<file path="config.mk">
export PLATFORM = sky130hd
export DESIGN_NAME = uart_text_console
export DESIGN_NICKNAME = d
export VERILOG_FILES = /design/src/rtl/console_pkg.sv /design/src/rtl/console_cursor.sv /design/src/rtl/uart_text_console.sv
export SDC_FILE = /design/constraint.sdc
export NUM_CORES = 1
export LEC_CHECK = 0
export ABC_AREA = 1
export ABC_CLOCK_PERIOD_IN_PS = 1900
export BUFFER_PORTS_ARGS = -buffer_cell sky130_fd_sc_hd__buf_2
export CAP_MARGIN = 10
export CORE_UTILIZATION = 25
export CTS_BUF_LIST = sky130_fd_sc_hd__clkbuf_4
export DETAILED_ROUTE_END_ITERATION = 7
export SETUP_SLACK_MARGIN = 0.02
export SLEW_MARGIN = 5
export SYNTH_ARGS = -nofsm -noshare
export SYNTH_HDL_FRONTEND = slang
export SYNTH_SLANG_ARGS = --single-unit
</file>
<file path="constraint.sdc">
create_clock -name i_clk -period 1.9 [get_ports i_clk]
set_input_delay 0.38 -clock i_clk [delete_from_list [all_inputs] [get_ports i_clk]]
set_output_delay 0.38 -clock i_clk [all_outputs]
set_load 0.01 [all_outputs]
</file>
<file path="src/rtl/console_pkg.sv">
// rtl/console_pkg.sv - shared geometry, control codes and FSM states for the UART text console
package console_pkg;

    localparam int COLS   = 120;
    localparam int ROWS   = 75;
    localparam int ADDR_W = 14;
    localparam int CELLS  = COLS * ROWS;

    localparam logic [6:0] CLEAR_CHAR = 7'h20;
    localparam logic [6:0] COL_LAST   = 7'(COLS - 1);
    localparam logic [6:0] ROW_LAST   = 7'(ROWS - 1);

    localparam logic [7:0] CODE_CR = 8'h0D;
    localparam logic [7:0] CODE_LF = 8'h0A;
    localparam logic [7:0] CODE_BS = 8'h08;
    localparam logic [7:0] CODE_FF = 8'h0C;

    typedef enum logic {
        S_CLEAR,
        S_IDLE
    } console_state_t;

    function automatic logic is_printable(input logic [7:0] b);
        return (b >= 8'h20) && (b <= 8'h7E);
    endfunction

endpackage

</file>
<file path="src/rtl/console_cursor.sv">
// rtl/console_cursor.sv - cursor column/row tracking with incremental row_base address
module console_cursor
    import console_pkg::*;
(
    input  logic              i_clk,
    input  logic              i_resetn,
    input  logic              i_inc,
    input  logic              i_newline,
    input  logic              i_cr,
    input  logic              i_back,
    input  logic              i_home,
    output logic [6:0]        o_col,
    output logic [6:0]        o_row,
    output logic [ADDR_W-1:0] o_addr
);

    logic [ADDR_W-1:0] row_base;
    logic              adv_row;

    // Line wrap from the last column advances the row exactly like LF.
    assign adv_row = i_newline || (i_inc && (o_col == COL_LAST));
    assign o_addr  = row_base + ADDR_W'(o_col);

    always_ff @(posedge i_clk or negedge i_resetn) begin
        if (!i_resetn) begin
            o_col    <= '0;
            o_row    <= '0;
            row_base <= '0;
        end else if (i_home) begin
            o_col    <= '0;
            o_row    <= '0;
            row_base <= '0;
        end else begin
            if (i_inc) begin
                o_col <= (o_col == COL_LAST) ? 7'd0 : o_col + 7'd1;
            end else if (i_cr) begin
                o_col <= '0;
            end else if (i_back && (o_col != 7'd0)) begin
                o_col <= o_col - 7'd1;
            end

            if (adv_row) begin
                if (o_row == ROW_LAST) begin
                    o_row    <= '0;
                    row_base <= '0;
                end else begin
                    o_row    <= o_row + 7'd1;
                    row_base <= row_base + ADDR_W'(COLS);
                end
            end
        end
    end

endmodule

</file>
<file path="src/rtl/uart_text_console.sv">
// rtl/uart_text_console.sv - UART byte stream to character buffer writer with echo
module uart_text_console
    import console_pkg::*;
(
    input  logic              i_clk,
    input  logic              i_resetn,
    input  logic              i_rx_valid,
    input  logic [7:0]        i_rx_byte,
    output logic              o_wr_en,
    output logic [ADDR_W-1:0] o_wr_addr,
    output logic [6:0]        o_wr_data,
    output logic [6:0]        o_cur_col,
    output logic [6:0]        o_cur_row,
    output logic              o_busy,
    output logic              o_overrun,
    output logic              o_tx_start,
    output logic [7:0]        o_tx_byte,
    input  logic              i_tx_busy
);

    localparam logic [ADDR_W-1:0] CLR_LAST = ADDR_W'(CELLS - 1);

    console_state_t    state;
    logic [ADDR_W-1:0] clr_cnt;
    logic              slot_full;
    logic [7:0]        slot_byte;

    logic              accept;
    logic              printable;
    logic              is_cr;
    logic              is_lf;
    logic              is_bs;
    logic              is_ff;
    logic              echo_load;
    logic              slot_drain;
    logic              sweep_done;
    logic [ADDR_W-1:0] cur_addr;

    assign accept     = i_rx_valid && (state == S_IDLE);
    assign printable  = is_printable(i_rx_byte);
    assign is_cr      = (i_rx_byte == CODE_CR);
    assign is_lf      = (i_rx_byte == CODE_LF);
    assign is_bs      = (i_rx_byte == CODE_BS);
    assign is_ff      = (i_rx_byte == CODE_FF);
    assign echo_load  = accept && (printable || is_cr || is_lf || is_bs || is_ff);
    assign slot_drain = slot_full && !i_tx_busy;
    assign sweep_done = (state == S_CLEAR) && (clr_cnt == CLR_LAST);

    console_cursor u_cursor (
        .i_clk     (i_clk),
        .i_resetn  (i_resetn),
        .i_inc     (accept && printable),
        .i_newline (accept && is_lf),
        .i_cr      (accept && is_cr),
        .i_back    (accept && is_bs),
        .i_home    (sweep_done),
        .o_col     (o_cur_col),
        .o_row     (o_cur_row),
        .o_addr    (cur_addr)
    );

    always_ff @(posedge i_clk or negedge i_resetn) begin
        if (!i_resetn) begin
            state      <= S_CLEAR;
            clr_cnt    <= '0;
            o_wr_en    <= 1'b0;
            o_wr_addr  <= '0;
            o_wr_data  <= '0;
            o_busy     <= 1'b0;
            o_overrun  <= 1'b0;
            o_tx_start <= 1'b0;
            o_tx_byte  <= '0;
            slot_full  <= 1'b0;
            slot_byte  <= '0;
        end else begin
            o_wr_en    <= 1'b0;
            o_tx_start <= 1'b0;

            case (state)
                S_CLEAR: begin
                    o_busy    <= 1'b1;
                    o_wr_en   <= 1'b1;
                    o_wr_addr <= clr_cnt;
                    o_wr_data <= CLEAR_CHAR;
                    if (sweep_done) begin
                        state   <= S_IDLE;
                        clr_cnt <= '0;
                    end else begin
                        clr_cnt <= clr_cnt + 1'b1;
                    end
                    if (i_rx_valid) begin
                        o_overrun <= 1'b1;
                    end
                end
                S_IDLE: begin
                    o_busy <= 1'b0;
                    if (accept) begin
                        if (printable) begin
                            o_wr_en   <= 1'b1;
                            o_wr_addr <= cur_addr;
                            o_wr_data <= i_rx_byte[6:0];
                        end else if (is_bs && (o_cur_col != 7'd0)) begin
                            // Blank the cell the cursor is stepping back onto.
                            o_wr_en   <= 1'b1;
                            o_wr_addr <= cur_addr - 1'b1;
                            o_wr_data <= CLEAR_CHAR;
                        end else if (is_ff) begin
                            state   <= S_CLEAR;
                            clr_cnt <= '0;
                        end
                    end
                end
                default: state <= S_CLEAR;
            endcase

            if (slot_drain) begin
                o_tx_start <= 1'b1;
                o_tx_byte  <= slot_byte;
            end

            // A slot draining this cycle can take the new byte in the same cycle.
            if (echo_load) begin
                if (slot_full && i_tx_busy) begin
                    o_overrun <= 1'b1;
                end else begin
                    slot_full <= 1'b1;
                    slot_byte <= i_rx_byte;
                end
            end else if (slot_drain) begin
                slot_full <= 1'b0;
            end
        end
    end

endmodule

</file>
==> results of run 1 <==
[cell type report]
| class | instances | area (µm²) |
|---|---|---|
| inverters | 84 | 330 |
| clock buffers | 9 | 67.6 |
| flip-flops and latches | 82 | 2050 |
| repair buffers | 158 | 1100 |
| fillers | 2014 | 12300 |
| clock inverters | 7 | 56.3 |
| well taps | 260 | 325 |
| diodes | 1 | 2.50 |
| repair inverters | 1 | 5.00 |
| multi-input cells | 455 | 2780 |
[power breakdown]
part,switching [mW],total [mW],internal (mW)
registers,0.227,2.28,2.05
logic,1.45,2.60,1.15
clock network,0.704,0.991,0.286
[final timing paths]
check | endpoint | start | slack (ns) | cells past startpoint
min | o_overrun$_DFF_PN0_ | i_rx_valid | 0.19 | 3
min reg2reg | o_tx_byte[3]$_DFFE_PN0P_ | o_tx_byte[3]$_DFFE_PN0P_ | 0.49 | 2
max | o_wr_addr[13]$_DFFE_PN0P_ | u_cursor.row_base[4]$_DFFE_PN0P_ | -0.02 | 13
max in group asynchronous | clr_cnt[6]$_DFFE_PN0P_ | i_resetn | 0.99 | 3
max reg2reg | o_wr_addr[13]$_DFFE_PN0P_ | u_cursor.row_base[4]$_DFFE_PN0P_ | -0.02 | 13
min in group asynchronous | u_cursor.o_row[2]$_DFFE_PN0P_ | i_resetn | 0.29 | 2
[worst min-delay path, delay by kind of cell]
family,cells,cell delay (ns)
buffers and inverters,1,0.13
AND/OR/NAND/NOR,1,0.05
AO/OA/AOI/OAI,1,0.07
[Yosys cell counts (2+ instances only)]
cell type / n
nand3_1: 48
nor2_1: 58
clkinv_1: 2
dfrtp_1: 82
buf_6: 5
o32ai_1: 2
nand3_2: 4
nand2_2: 11
o21ai_1: 16
o21ai_2: 6
ha_1: 11
a21oi_2: 2
nand2_4: 2
nand3b_1: 6
inv_2: 9
clkbuf_1: 2
inv_1: 72
buf_4: 4
nand4_1: 8
o21ai_0: 34
o21a_1: 4
buf_2: 2
nor2_2: 12
o22ai_1: 9
xor2_1: 12
nor3_1: 9
nor2_4: 3
a21oi_1: 37
nand2_1: 140
nor4_4: 2
a31oi_1: 3
[kinds of logic (layout without fill, tap and decap cells)]
group,count (synthesis),in the layout,share of synthesized area (%)
other,0,1,0
buffers and inverters,98,259,8.71
and+or+nand+nor,311,311,30.2
adders and majority gates,11,11,2.79
xor gates and xnor gates,13,13,2.31
DFF,82,82,41.7
AOI/OAI and AO/OA,120,120,14.4
[timing repair]
action                                  CTS  global route
gates cloned                              0             1
gates resized for setup                  34            72
endpoints found under the setup margin   16            39
pin swaps                                19            36
buffers inserted                          2            11
hold buffers                              1             0
hold endpoints to repair                 15             0
[flip-flops by register name, indices dropped and copies added (netlist names), 7 cells and up]
register,count
u_cursor.row_base,11
u_cursor.o_row,7
slot_byte,8
clr_cnt,14
u_cursor.o_col,7
o_wr_data,7
o_wr_addr,14
o_tx_byte,8
[per-layer routing]
layer,global-route usage (%),part of all wire (%),vias up
met1,19.1,48,2259
met3,3.47,4.6,6
met5,0,0,-
met4,4.41,0.65,0
li1,-,-,2412
met2,22.3,47,82
[through the flow]
step	hold slack [ns]	setup TNS (ns)	cells	cell area [µm²]
after floorplan	0.0844	0	635	4950
after global placement	0.283	-0.114	1026	6140
after detailed placement	0.284	-0.985	1026	6140
after CTS	0.140	-0.00233	1045	6410
after global routing	0.158	-0.909	1057	6710
final	0.191	-0.0269	1057	6710
[cell usage in the layout (no fill, tap or decap), types with 3 or more instances in the layout]
master and count:
buf_2 57, nand3_2 10, ha_4 3, a21oi_1 30, dfrtp_1 80, nor2_1 46
o21a_1 4, o21ai_0 29, o21ai_2 8, nand3b_1 6, inv_1 64, ha_1 5
a21oi_2 9, a31oi_1 3, nor2_2 17, nand2_1 114, inv_2 16, nand4_1 8
nand3_1 42, nand2_2 25, nand2_4 12, o22ai_1 9, buf_6 7, inv_6 3
clkbuf_4 9, buf_4 91, nor3_1 8, ha_2 3, xor2_1 12, nor2_4 10
o21ai_1 19
==> flow_summary_export.csv, run 1 <==
group,metric,value,unit
outcome,violations,"setup timing",
die,die_width,142,µm
logic_synthesis,postSynth.asyncResetShare,100,%
power_and_ir_drop,ir_drop,0.000342,V
outcome,status,"finished with violations",
logic_synthesis,syn_area,0.00493,mm²
clock_tree,clk_pin_slew,0.16,ns
grt,grt-ovfl-total,0,
die,start_util,25.9,%
grt,grt_max_degree,56,
placement,place_ws,-0.0778,ns
flow_run,maxCapViolations,0,
critical_path,cp_data_required_time,2.30,ns
power_and_ir_drop,power,5.87,mW
final_layout,area_growth,36.3,%
route,drc,0,
critical_path,startpoint_type,"flop",
sta,setup_violations,2,
route,first_iter_violations,240,
die,core,0.0190,mm²
logic_synthesis,syn_avg_cell_area,7.76,µm²
placement,io_buffer_count,58,
logic_synthesis,netlist.top_cell.by_area,"dfrtp_1",
critical_path,crit_chain,"ha_4 > nand2_8 > nand2_4 > nand2_2 > nand2_2 > inv_2 > nor2_4 > nand3_2 > nor2_4 > nand3_2 > nand2_1 > nand3_2 > a21oi_2",
route,drtPass1Iterations,4,
route,wl_per_cell,13.0,µm
power_and_ir_drop,p_leak,3.36,nW
route,vias,4759,
sta,max_freq,0.522,GHz
critical_path,path_max_fanout,5,
die,core.rowCount,50,
grt,grt_pass1_wl,22700,µm
final_layout,utilization,35.3,%
critical_path,critPathSlowestCell,"dfrtp_1",
worst_hold_path,hold_class,"in -> reg",
sta,max_slew.worst_pin.slew,0.420,ns
clock_tree,clockRootBuffer,"clkbuf_4",
route,wl,13700,µm
critical_path,slowest_delay,0.45,ns
clock_tree,cts_buffers,9,
sta,fin_ws,-0.0158,ns
clock_tree,htree_levels,3,
route,viasPerCell,4.50,
placement,dp_hpwl,10100,µm
critical_path,crit_family,"simple AND/OR/NAND/NOR gates",
grt,grtUsageTotal,14.2,%
clock_tree,clk_path_buf_depth,2,
critical_path,crit_top_cell,"nand3_2",
sta,max_slew_margin,71.9,%
die,die_h,142,µm
logic_synthesis,yosys_most_used_dff,"dfrtp_1",
grt,antenna_found_initial,1,
logic_synthesis,syn_inst,635,
critical_path,critPathCaptureType,"flop",
critical_path,path_buf_inv,1,
final_layout,layout-drive-gt1-share,38.3,%
logic_synthesis,synth_top_area_share,41.7,%
clock_tree,clock-sinks,82,
logic_synthesis,synth_edf_count,0,
sta,rsz0062_at_grt,"true",
logic_synthesis,syn-num-nets,658,
critical_path,critical_path_class,"reg -> reg",
logic_synthesis,yosys_register_bits,82,
placement,place_congestion,0.833,
sta,final-max-slew-violation-count,0,
logic_synthesis,ys_types,49,
logic_synthesis,yosysWarnings,0,
sta,hold_violations,0,
logic_synthesis,yosysSeqAreaShare,41.7,%
clock_tree,insertion_delay,0.48,ns
die,io_pins,59,
route,antenna_left,0,
grt,grt_pass1_vias,4591,
final_layout,fin_nets,814,
critical_path,arrival,2.32,ns
die,dieArea,0.0203,mm²
sta,fin_crit_sh,101,%
sta,skew,0.0210,ns
sta,period_minus_slack,1.92,ns
logic_synthesis,netlist_top_cells_area,"dfrtp_1 42%, nand2_1 11%, inv_1 5.5%",
power_and_ir_drop,p_per_area,875,mW/mm²
clock_tree,tritoncts,"done",
No activity file was read; power rests on OpenSTA's default activity.
==> inputs of run 2 (changes only) <==
--- a/config.mk
+++ b/config.mk
@@ -16,4 +16,5 @@
 export SLEW_MARGIN = 5
 export SYNTH_ARGS = -nofsm -noshare
 export SYNTH_HDL_FRONTEND = slang
+export SYNTH_HIERARCHICAL = 1
 export SYNTH_SLANG_ARGS = --single-unit
==> run 2 against run 1 <==
- the run still ends with setup timing left
- area after synthesis increased by 8.6%
- via count increased by 11%
- die area increased by 8.5%
- worst hold slack improved by 0.031 ns
- critical endpoint unchanged
==> flow_summary_export.csv, run 2 <==
group,metric,value,unit
clock_tree,insertion_delay,0.47,ns
flow_run,maxCapViolations,0,
placement,place_ws,-0.195,ns
sta,fin_ws,-0.201,ns
clock_tree,cts_buffers,9,
critical_path,arrival,2.48,ns
final_layout,fin_nets,934,
clock_tree,clock-sinks,82,
grt,grt_pass1_wl,24900,µm
placement,place_congestion,0.858,
logic_synthesis,ys_types,34,
critical_path,critPathSlowestCell,"dfrtp_1",
critical_path,path_max_fanout,5,
critical_path,r2r_cells,14,
critical_path,crit_top_cell,"nand2_1",
logic_synthesis,netlist.top_cell.by_area,"dfrtp_1",
critical_path,critical_path_class,"reg -> reg",
die,die_width,148,µm
worst_hold_path,min_path_cells,3,
route,first_iter_violations,278,
critical_path,critPathCaptureType,"flop",
logic_synthesis,yosys_most_used_dff,"dfrtp_1",
final_layout,reg.largest.list,"clr_cnt x14, o_wr_addr x14, u_cursor/row_base x11",
placement,dp_hpwl,10900,µm
route,wl_per_cell,12.4,µm
power_and_ir_drop,p_int,4.03,mW
power_and_ir_drop,switchingPower,3.07,mW
die,die_h,148,µm
logic_synthesis,synth_edf_count,0,
sta,hold_violations,0,
final_layout,filler_cell_count,2232,
power_and_ir_drop,p_leak,3.56,nW
power_and_ir_drop,combPwrFrac,49.4,%
logic_synthesis,yosysWarnings,6,
route,viasPerCell,4.42,
final_layout,utilization,33.1,%
sta,period_minus_slack,2.10,ns
logic_synthesis,synthTopCellsByCount,"261 x nand2_1, 85 x inv_1, 85 x nor2_1",
die,core.rowCount,53,
route,vias,5259,
power_and_ir_drop,ir_drop,0.000264,V
clock_tree,clk_pin_slew,0.15,ns
route,antenna_left,0,
die,start_util,25.4,%
die,dieArea,0.0220,mm²
final_layout,final_cell_mix,"244 x nand2_1, 80 x inv_1, 78 x buf_4",
logic_synthesis,syn_avg_cell_area,6.92,µm²
die,core,0.0210,mm²
sta,rsz0062_at_grt,"true",
final_layout,layoutNonFillerInstCount,1190,
power_and_ir_drop,p_sw_share,43.2,%
critical_path,slowest_delay,0.44,ns
clock_tree,htree_levels,3,
logic_synthesis,syn_inst,773,
critical_path,r2r_slack,-0.20,ns
logic_synthesis,synthMostInstantiatedCell,"nand2_1",
sta,whs,0.222,ns
final_layout,area_growth,30.2,%
outcome,status,"finished with violations",
logic_synthesis,syn_area,0.00535,mm²
placement,io_buffer_count,58,
sta,fin_setup_tns,-0.992,ns
sta,max_freq,0.476,GHz
logic_synthesis,synth_top_area_share,38.4,%
logic_synthesis,syn-num-nets,798,
die,io_pins,59,
logic_synthesis,yosys_register_bits,82,
clock_tree,tritoncts,"done",
clock_tree,clk_path_buf_depth,2,
final_layout,final_common_cell,"nand2_1",
final_layout,layout-drive-gt1-share,29.4,%
power_and_ir_drop,clockPowerShare,15.7,%
grt,grt_pass1_vias,5179,
critical_path,cp_data_required_time,2.28,ns
grt,grt_max_degree,83,
logic_synthesis,postSynth.asyncResetShare,100,%
worst_hold_path,hold_class,"in -> reg",
sta,skew,0.0212,ns
grt,antenna_found_initial,1,
logic_synthesis,netlist_top_cells_area,"dfrtp_1 38%, nand2_1 18%, nand3_1 7.0%",
power_and_ir_drop,pwr-share-seq,34.9,%
logic_synthesis,yosysSeqAreaShare,38.4,%
sta,fin_crit_sh,111,%
clock_tree,clockRootBuffer,"clkbuf_4",
route,drtPass1Iterations,4,
grt,grt-ovfl-total,0,
critical_path,crit_chain,"ha_4 > a21oi_4 > nor2_2 > a21oi_2 > nand2_2 > xor2_2 > nor2_1 > nand2_1 > nor2_2 > nand3_1 > nand2_1 > nand3_1 > nand2_1 > nand2_1",
outcome,violations,"setup timing",
placement,dp.cells,1158,
power_and_ir_drop,p_per_area,1020,mW/mm²
route,wl,14800,µm
grt,grtUsageTotal,14.1,%
sta,final-max-slew-violation-count,0,
sta,setup_violations,8,
critical_path,startpoint_type,"flop",
route,drc,0,
-- run 2: cell count changes after synthesis, sizes merged, moves of 6 or more --
cell   change
nand3     +28
nand2    +119
nor2      +18
a21oi     -14
nand4     +10
o22ai      -6
inv       +10
o21ai     -10
buf        +8
-- run 2: layout make-up --
class | count | area, µm² | area share, %
multi-input cells | 579 | 3060 | 43.9
flip-flops and latches | 82 | 2060 | 29.6
repair buffers | 145 | 1010 | 14.5
inverters | 92 | 348 | 5.00
well taps | 275 | 344 | 4.94
clock inverters | 7 | 76.3 | 1.10
clock buffers | 9 | 67.6 | 0.970
diodes | 1 | 2.50 | 0.0359
-- run 2: worst paths after layout --
| check | end | start |
|---|---|---|
| hold / removal | o_overrun$_DFF_PN0_ | i_rx_valid |
| min in group asynchronous | o_wr_data[0]$_DFFE_PN0P_ | i_resetn |
| setup / recovery | o_wr_addr[13]$_DFFE_PN0P_ | u_cursor/row_base[5]$_DFFE_PN0P_ |
| hold reg to reg | o_tx_byte[3]$_DFFE_PN0P_ | o_tx_byte[3]$_DFFE_PN0P_ |
| setup reg to reg | o_wr_addr[13]$_DFFE_PN0P_ | u_cursor/row_base[5]$_DFFE_PN0P_ |
| max in group asynchronous | clr_cnt[8]$_DFFE_PN0P_ | i_resetn |
-- run 2: metrics by stage --
| step | power, mW | area (µm²) |
|---|---|---|
| floorplan | 4.42 | 5410 |
| global placement | 5.56 | 6460 |
| detailed placement | 5.61 | 6460 |
| CTS | 6.88 | 6720 |
| global route | 7.75 | 6960 |
| finish | 7.10 | 6960 |
-- run 2: critical path: cells and delay by family (launching register included) --
kind,cells,cell delay (ns)
fa+ha+maj,1,0.26
simple gates,10,0.86
compound gates,2,0.24
xor+xnor,1,0.21
flops,1,0.44
-- run 2: logic make-up (layout without fill, tap and decap cells) --
family | Yosys count | after routing | share of synthesized area [%]
AND/OR/NAND/NOR | 477 | 478 | 39.0
buffers and inverters | 113 | 253 | 9.52
other | 1 | 2 | 0.0701
flip-flops | 82 | 82 | 38.4
adder cells (fa/ha/maj) | 13 | 13 | 3.04
AO/OA/AOI/OAI | 76 | 76 | 8.19
XOR/XNOR | 11 | 11 | 1.80
-- run 2: repair_timing --
action                                  in CTS  in global routing
cloned                                       0                  1
pin swaps                                   18                 26
setup buffers                                5                  9
hold buffers                                 1                  0
endpoints found under the setup margin       9                 36
hold endpoints to repair                    82                  0
gates resized for setup                     19                 48
-- run 2: metal layers --
| layer | share of wire, % | global-route usage [%] | vias to the layer above | wire length (µm) |
|---|---|---|---|---|
| met1 | 48 | 18.2 | 2430 | 7070 |
| li1 | - | - | 2729 | - |
| met4 | 1.4 | 4.07 | 0 | 204 |
| met5 | 0 | 0 | - | 0 |
| met2 | 47 | 23.7 | 89 | 6930 |
| met3 | 4.1 | 3.07 | 11 | 603 |
-- run 2: power by group through the flow --
stage / clock network (mW) / registers, mW / logic, mW
6_report: 1.12 / 2.48 / 3.50
5_1_grt: 1.23 / 2.54 / 3.98
4_1_cts: 1.16 / 2.47 / 3.26
3_5_place_dp: 0 / 2.50 / 3.11
3_3_place_gp: 0 / 2.50 / 3.06
2_1_floorplan: 0 / 2.63 / 1.79
==> inputs of run 3 (changes only) <==
--- a/config.mk
+++ b/config.mk
@@ -13,6 +13,7 @@
 export CTS_BUF_LIST = sky130_fd_sc_hd__clkbuf_4
 export DETAILED_ROUTE_END_ITERATION = 7
 export SETUP_SLACK_MARGIN = 0.02
+export SKIP_CTS_REPAIR_TIMING = 1
 export SLEW_MARGIN = 5
 export SYNTH_ARGS = -nofsm -noshare
 export SYNTH_HDL_FRONTEND = slang
==> run 3 against run 2 <==
- the flow still finishes with violations (setup timing)
- clock skew barely moved
- flip-flop and latch count did not move
- clock-buffer cell count did not move
- sequential share of layout area rose by 0.39 points
- cell area fell by 1.3%
- maximum frequency fell by 0.98%
- worst hold slack improved by 0.0020 ns
- critical path type unchanged
==> flow_summary_export.csv, run 3 (synthesized netlist as in run 2, its figures left out) <==
group,metric,value,unit
outcome,status,"finished with violations",
outcome,violations,"setup timing",
critical_path,critical_path_class,"reg -> reg",
power_and_ir_drop,p_leak,3.54,nW
placement,dp_hpwl,10900,µm
critical_path,critPathSlowestCell,"dfrtp_2",
critical_path,critPathCaptureType,"flop",
critical_path,path_max_fanout,4,
grt,antenna_found_initial,1,
route,vias,5244,
critical_path,path_buf_inv,1,
grt,grt_pass1_vias,5112,
clock_tree,clk_path_buf_depth,2,
clock_tree,clock-sinks,82,
grt,grt-ovfl-total,0,
clock_tree,htree_levels,3,
grt,grtUsageTotal,13.9,%
critical_path,cp_data_required_time,2.27,ns
clock_tree,insertion_delay,0.47,ns
placement,dpl_cell_area,0.00646,mm²
route,viasPerCell,4.42,
final_layout,area_growth,28.5,%
placement,place_congestion,0.858,
clock_tree,clk_pin_slew,0.15,ns
die,die_h,148,µm
route,wl,14700,µm
flow_run,maxCapViolations,0,
final_layout,filler_cell_count,2252,
sta,setup_violations,8,
route,wl_per_cell,12.4,µm
grt,grt_max_degree,83,
sta,skew,0.0211,ns
clock_tree,clockRootBuffer,"clkbuf_4",
critical_path,slowest_delay,0.45,ns
final_layout,final_common_cell,"nand2_1",
clock_tree,tritoncts,"done",
grt,grt_pass1_wl,24500,µm
die,core.rowCount,53,
sta,fin_crit_sh,112,%
die,io_pins,59,
final_layout,final_cell_mix,"245 x nand2_1, 80 x inv_1, 77 x dfrtp_1",
power_and_ir_drop,ir_drop,0.000261,V
sta,hold_violations,0,
sta,fin_ws,-0.222,ns
die,dieArea,0.0220,mm²
sta,max_freq,0.471,GHz
final_layout,design_area,0.00687,mm²
clock_tree,cts_buffers,9,
worst_hold_path,hold_class,"in -> reg",
sta,final-max-slew-violation-count,0,
placement,place_ws,-0.195,ns
critical_path,crit_family,"simple AND/OR/NAND/NOR gates",
die,start_util,25.4,%
final_layout,reg.largest.list,"clr_cnt x14, o_wr_addr x14, u_cursor/row_base x11",
final_layout,fin_nets,931,
critical_path,arrival,2.50,ns
die,die_width,148,µm
route,antenna_left,0,
critical_path,crit_top_cell,"nand2_1",
die,core,0.0210,mm²
final_layout,layout-drive-gt1-share,28.1,%
placement,io_buffer_count,58,
sta,whs,0.224,ns
route,first_iter_violations,311,
power_and_ir_drop,p_per_area,1010,mW/mm²
critical_path,startpoint_type,"flop",
sta,rsz0062_at_grt,"true",
sta,period_minus_slack,2.12,ns
critical_path,crit_chain,"ha_4 > buf_4 > nand3_1 > nand2_2 > nand2_1 > nor2_2 > xor2_2 > nor2_2 > nand2_1 > nor2_2 > nand3_1 > nand2_1 > nand3_1 > nand2_1 > nand2_1",
route,drtPass1Iterations,5,
route,drc,0,
[run 3: layer usage]
layer  part of all wire [%]  GRT usage, %
met5                      0             0
met4                    1.6          3.97
met3                    3.6          3.07
met2                     47          23.3
met1                     48          18.0
[run 3: tightest hold or removal path, delay by kind of cell]
kind | cells | cell delay, ns
AOI/OAI and AO/OA | 2 | 0.13
buffers and inverters | 1 | 0.15
[run 3: final cells by class]
type	count	area (µm²)	share of cell area, %
clock buffers	9	67.6	0.983
inverters	92	348	5.06
repair buffers	142	986	14.3
diodes	1	2.50	0.0364
well taps	275	344	5.01
multi-input cells	579	2990	43.5
flip-flops and latches	82	2060	30.0
clock inverters	7	76.3	1.11
[run 3: final timing paths]
kind	start	to	slack, ns	cells past startpoint
max in group asynchronous	i_resetn	clr_cnt[8]$_DFFE_PN0P_	1.05	3
min in group asynchronous	i_resetn	o_tx_byte[7]$_DFFE_PN0P_	0.49	3
min	i_rx_valid	o_overrun$_DFF_PN0_	0.22	3
min reg2reg	o_tx_byte[3]$_DFFE_PN0P_	o_tx_byte[3]$_DFFE_PN0P_	0.48	2
max	u_cursor/o_col[5]$_DFFE_PN0P_	o_wr_addr[13]$_DFFE_PN0P_	-0.22	15
max reg2reg	u_cursor/o_col[5]$_DFFE_PN0P_	o_wr_addr[13]$_DFFE_PN0P_	-0.22	15
[run 3: where the power goes]
part,total (mW),switching (mW),internal (mW)
combinational,3.38,1.97,1.41
sequential,2.48,0.323,2.16
clock,1.11,0.698,0.409
total,6.97,2.99,3.97
[run 3: metrics by stage]
step | power [mW] | utilization [%] | TNS (ns) | cells
2_1_floorplan | 4.42 | - | -0.289 | 773
3_3_place_gp | 5.56 | 30.7 | -1.17 | 1158
3_5_place_dp | 5.61 | 30.7 | -1.67 | 1158
4_1_cts | 6.74 | 31.4 | -1.47 | 1174
5_1_grt | 7.62 | 32.7 | -2.60 | 1187
6_report | 6.97 | 32.7 | -1.21 | 1187
